**src/rtl/mbisr_repair_register_multi.sv**
```systemverilog
// ---------------------------------------------------------------------------
// mbisr_repair_register_multi
//
// Repair register for one repairable memory. It holds NUM_ENTRIES repair
// solutions of WIDTH bits each. Bit WIDTH-1 of each entry is its
// valid/repair-enable bit.
//
// Repairs arriving from BIRA are handled as follows:
//   - a repair identical to a valid entry is dropped as a duplicate;
//   - otherwise it goes into the lowest-index free entry;
//   - if no entry is free, the sticky OVERFLOW flag is set.
//
// The register is part of the BISR scan chain, LSB first:
//   [PAR,] OVF, E[0][0] .. E[NUM_ENTRIES-1][WIDTH-1]
// SO is retimed on the falling clock edge. MSEL selects the memory-side
// scan-out MSO onto SO as a bypass.
//
// Optional feature: define MBISR_REPAIR_PARITY_EN to enable it. This adds a
// parity flop as chain bit 0 and adds the PARITY_ERR output.
//
// Ports:
//   CLK, RSTB    clock, asynchronous active-low reset
//   SI, SO       scan-in / retimed scan-out
//   SE           shift enable (highest priority)
//   CLR          synchronous clear of all entries and OVERFLOW
//   D, D_VALID   repair solution from BIRA
//   MSO, MSEL    scan-out bypass input and its select
//   Q            entry i on Q[i*WIDTH +: WIDTH]
//   FULL         all entries valid
//   OVERFLOW     sticky: a repair was lost for lack of a free entry
//   PARITY_ERR   (parity build only) stored parity disagrees with entries
// ---------------------------------------------------------------------------
module mbisr_repair_register_multi #(
   parameter int WIDTH       = 26,
   parameter int NUM_ENTRIES = 2
) (
   input  logic                         CLK,
   input  logic                         RSTB,
   input  logic                         SI,
   output logic                         SO,
   input  logic                         SE,
   input  logic                         CLR,
   input  logic [WIDTH-1:0]             D,
   input  logic                         D_VALID,
   input  logic                         MSO,
   input  logic                         MSEL,
   output logic [NUM_ENTRIES*WIDTH-1:0] Q,
   output logic                         FULL,
`ifdef MBISR_REPAIR_PARITY_EN
   output logic                         PARITY_ERR,
`endif
   output logic                         OVERFLOW
);

   localparam int EW = NUM_ENTRIES * WIDTH;
`ifdef MBISR_REPAIR_PARITY_EN
   localparam int PB = 1;
`else
   localparam int PB = 0;
`endif
   localparam int CL = EW + 1 + PB;

   // All state lives in one vector laid out in chain order, so a shift is
   // a single concatenation.
   logic [CL-1:0]          chain_q;
   logic [CL-1:0]          chain_d;
   logic                   so_q;
   logic [EW-1:0]          entries_s;
   logic [EW-1:0]          entries_wr_s;
   logic [NUM_ENTRIES-1:0] valid_s;
   logic                   ovf_s;
   logic                   dup_s;
   logic                   free_s;

`ifdef MBISR_REPAIR_PARITY_EN
   function automatic logic xor_bits(input logic [EW-1:0] v);
      return ^v;
   endfunction
`endif

   assign entries_s = chain_q[CL-1 -: EW];
   assign ovf_s     = chain_q[PB];

   // Per-entry valid bits, duplicate detection, and the first-free write image.
   always_comb begin
      valid_s      = {NUM_ENTRIES{1'b0}};
      dup_s        = 1'b0;
      free_s       = 1'b0;
      entries_wr_s = entries_s;
      for (int i = 0; i < NUM_ENTRIES; i++) begin
         valid_s[i] = entries_s[i*WIDTH + WIDTH - 1];
         if (valid_s[i]) begin
            if (entries_s[i*WIDTH +: WIDTH] == D) begin
               dup_s = 1'b1;
            end else begin
               dup_s = dup_s;
            end
         end else if (!free_s) begin
            // Only the lowest free entry receives D.
            free_s = 1'b1;
            entries_wr_s[i*WIDTH +: WIDTH] = D;
         end else begin
            free_s = free_s;
         end
      end
   end

   // Next state. Priority is shift, then clear, then allocation, then hold.
   always_comb begin
      chain_d = chain_q;
      if (SE) begin
         chain_d = {SI, chain_q[CL-1:1]};
      end else if (CLR) begin
         // Parity of all-zero entries is zero, so PAR is cleared too.
         chain_d = {CL{1'b0}};
      end else if (D_VALID && D[WIDTH-1] && !dup_s) begin
         if (free_s) begin
            chain_d[CL-1 -: EW] = entries_wr_s;
`ifdef MBISR_REPAIR_PARITY_EN
            chain_d[0] = xor_bits(entries_wr_s);
`endif
         end else begin
            chain_d[PB] = 1'b1;
         end
      end else begin
         chain_d = chain_q;
      end
   end

   // Entry, overflow (and parity) state.
   always_ff @(posedge CLK or negedge RSTB) begin
      if (!RSTB) begin
         chain_q <= {CL{1'b0}};
      end else begin
         chain_q <= chain_d;
      end
   end

   // Falling-edge retime of scan-out gives the next segment half a cycle of hold.
   always_ff @(negedge CLK or negedge RSTB) begin
      if (!RSTB) begin
         so_q <= 1'b0;
      end else begin
         so_q <= MSEL ? MSO : chain_q[0];
      end
   end

   assign SO       = so_q;
   assign Q        = entries_s;
   assign FULL     = &valid_s;
   assign OVERFLOW = ovf_s;
`ifdef MBISR_REPAIR_PARITY_EN
   assign PARITY_ERR = SE ? 1'b0 : (xor_bits(entries_s) ^ chain_q[0]);
`endif

endmodule

```
**config.mk**
```make
export PLATFORM = sky130hd
export DESIGN_NAME = mbisr_repair_register_multi
export DESIGN_NICKNAME = d
export VERILOG_FILES = /design/src/rtl/mbisr_repair_register_multi.sv
export SDC_FILE = /design/constraint.sdc
export NUM_CORES = 1
export LEC_CHECK = 0
export ABC_AREA = 1
export BUFFER_PORTS_ARGS = -buffer_cell sky130_fd_sc_hd__clkbuf_2
export CORE_ASPECT_RATIO = 0.7
export CORE_MARGIN = 2
export CORE_UTILIZATION = 34
export CTS_BUF_LIST = sky130_fd_sc_hd__clkbuf_2
export DETAILED_ROUTE_END_ITERATION = 10
export PLACE_DENSITY = 0.54
export SETUP_SLACK_MARGIN = 0.5
export SYNTH_ARGS = -nofsm -noshare
export SYNTH_HDL_FRONTEND = slang
export SYNTH_SLANG_ARGS = --single-unit
export TNS_END_PERCENT = 20
```
**constraint.sdc**
```tcl
create_clock -name CLK -period 4.9 [get_ports CLK]
set_clock_uncertainty 0.1 [all_clocks]
set_input_delay 0.98 -clock CLK [delete_from_list [all_inputs] [get_ports CLK]]
set_output_delay 0.98 -clock CLK [all_outputs]
set_load 0.01 [all_outputs]
```
==> summary.md <==
| Metric | Value |
|---|---|
| Xor/xnor share of the synthesized area | 2.948% |
| Worst hold slack | roughly 0.46 ns |
| ANT nets after route | 0 |
| Crit path max-delay cell type | dfrtn_1 |
| Layout Utilization | between 40% and 50% |
| Synth Flop Type | dfrtp_1 |
| Area leader, netlist | dfrtp_1 |
| Clock Tree Buf Depth | 2 |
| CTS root buf | clkbuf_2 |
| Async set-reset flop share out of synthesis | 100.0% |
| PortBufs | slightly below 90 |
| Post-CTS setup buffer count | 0 |
| Worst EP required | 3.82 ns |
| Clk Latency, worst-skew pair | 0.47 ns |
| Final setup TNS | 0 ns |
| Synthesis Warnings | 0 |
| Worst VDD drop | approximately 0.000095 V |
| Synthesized area | 3565 um^2 |
| CP peak stage delay | 0.46 ns |
| Drt pass-1 iters | 5 |
| Compound-cell area share of the yosys netlist | 10.99% |
| Vias | 3762 |
| Hold-fix buffers, CTS | 0 |
| Global Route Usage Sum | 20.03% |
| Clk sinks | 54 |
| Largest delay contributor family on the critical path | flip-flops |
| Reg clk slew, reported paths | a little over 0.3 ns |
| Vias in the first global route | approximately 3400 |
| # rows | 31 |
| Core region area | 10280 um^2 |
| Total CTS buffers | 5 |
| Remaining global-route overflow | 0 |
| Fillers | about 1100 |
| Synth Area in Simple Gates | around 37% |
| Register bit count reported by yosys | 54 |
| Post-layout net count | about 670 |
| Reg2reg end | SO |
| CTS tree | built |
| Critical Path Stages | 1 |
| RSZ-0062 raised after global routing | yes |
| Final hold viol count | 0 |
| CP Buf/Inv Count | 1 |
| First-pass GRT wire length | 17700 um |
| GP Congestion | 0.8524 |
| Initial antenna violation count | 0 |
| Avg WL per Cell | 14.74 um |
| Die Span X | 126.4 um |
| FF-to-FF Start | chain_q[0] |
| Placed Cells | approximately 750 |
| Leakage | 2.336 nW |
| Synth top area share | 37.21% |
| WHS Endpoint | chain_q[16] |
| Sequential share of the synthesized area | between 30% and 40% |
| Startpoint Class | flop |
| Final slew viol count | 0 |
| Routed wire length | 11230 um |
| Worst Hold Depth | 2 |
| Setup slack, reg-to-reg | 1.45 ns |
| Distinct cell type count after synthesis | 25 |
| Iteration-0 DRC Markers | 290 |
| Largest family of logic cells by synthesized area | simple AND/OR/NAND/NOR gates |
| Worst-margin pin slew | 1.144 ns |
| PD cells | between 200 and 300 nW/um^2 |
| Synth area leaders | dfrtp_1, nand2_1, nand3_1, inv_1, o22ai_1 |
| Critical path class | reg2out |
| Largest net degree at the start of global routing | 55 |
| Area Growth Syn to Fin | 16.46% |
| FF-to-FF path depth | 1 |
| Hold path startpoint | chain_q[16] |
| H-tree levels | 2 |
| Worst-path fanout max | 1 |
| Post-synthesis adder-cell area fraction | 0.7020% |
| Die height | between 80 and 90 um |
| Final Setup Violations | 0 |
| Most frequent cells after synthesis | nand2_1, inv_1, nand3_1, dfrtp_1, o22ai_1 |
| Max transition margin | a little under a quarter |
| Die area | 11330 um^2 |
| Hold Path Class | reg2reg |
| Max Cap Viol | 0 |
| Critical-path cell list | buf_2 |
| Status | finished clean |
| EDFF count, synth | 0 |
| Critical Path AT | 3.44 ns |
| DRC errors left | 0 |
| Vias per inst | 4.937 |
| Initial core utilization | a little over a third |
| Final Instance Count excl. Fillers | ~760 |
| DP HPWL | 7798 um |
| Synth Instances | 552 |
| Syn_nets | roughly 600 |
| Ant diodes | 0 |
| Synth Area per Inst | 6.458 um^2 |
| CP endpoint kind | output port |
| Most frequent cell after synthesis | nand2_1 |
| Mux cell area share after synthesis | less than 1% |
| I/O Pins | 89 |
| Share of cells above drive strength 1 | between 10% and 20% |
-- placed cells by master, fill, tap and decap left out, types with 2 or more instances in the layout --
| cell type | n |
|---|---|
| nand3_1 | 57 |
| nor2_1 | 26 |
| dfrtp_1 | 53 |
| xor2_1 | 4 |
| o22ai_1 | 33 |
| a21oi_1 | 3 |
| ha_1 | 2 |
| nand2_1 | 230 |
| nand2_4 | 3 |
| inv_2 | 3 |
| buf_4 | 4 |
| inv_1 | 69 |
| xnor2_1 | 8 |
| clkbuf_2 | 92 |
| o21ai_0 | 29 |
-- per-layer routing --
layer	vias up	part of all wire [%]	global-route usage, %
met5	-	0	0
met4	0	0.65	4.296
met2	125	41	30.38
met1	1740	52	29.81
met3	8	6.1	3.791
li1	1889	-	-
-- area by class of cell --
class                      count  area, um^2  area share (%)
multi-input combinational    404        1844           44.42
sequential                    54        1351           32.55
timing repair buffer          92       470.5           11.33
inverter                      72       270.3           6.510
tap                          132       165.2           3.978
clock buffer                   5       25.02          0.6028
clock inverter                 3       25.02          0.6028
-- repair_timing --
item | in CTS | in global routing
endpoints found under the hold margin | 0 | 0
setup endpoints to repair | 1 | 1
resized for setup | 0 | 1
-- registers in the layout (all words and copies together) (netlist names) --
signal   count
chain_q     53
SO           1
-- kinds of logic (layout without fill, tap and decap cells) --
group | Yosys count | after routing
flops | 54 | 54
compound gates | 69 | 69
simple gates | 320 | 320
xor+xnor | 12 | 12
mux | 1 | 1
buf+inv | 94 | 172
fa+ha+maj | 2 | 2
-- worst max path at each step --
stage | start | endpoint | slack (ns)
after global routing | SO | SO | 0.29
after CTS | SO | SO | 0.33
after global placement | MSEL | SO | 0.82
after detailed placement | MSEL | SO | 0.80
after floorplan | MSEL | SO | 0.91
final | SO | SO | 0.38
-- through the flow --
stage               setup WS, ns  power, mW  cell area, um^2
floorplan                 0.9095     0.7677             3565
global placement          0.8153     0.9067             4101
detailed placement        0.7973     0.9099             4101
CTS                       0.3301      1.121             4151
global route              0.2856      1.193             4151
finish                    0.3775      1.107             4151
-- power by group --
part	leakage, nW	internal [mW]	switching (mW)
clock	0.0296	0.0382	0.168
sequential	0.726	0.495	0.0614
combinational	1.58	0.127	0.218
total	2.34	0.660	0.447
Power figures use the tool's default switching activity.
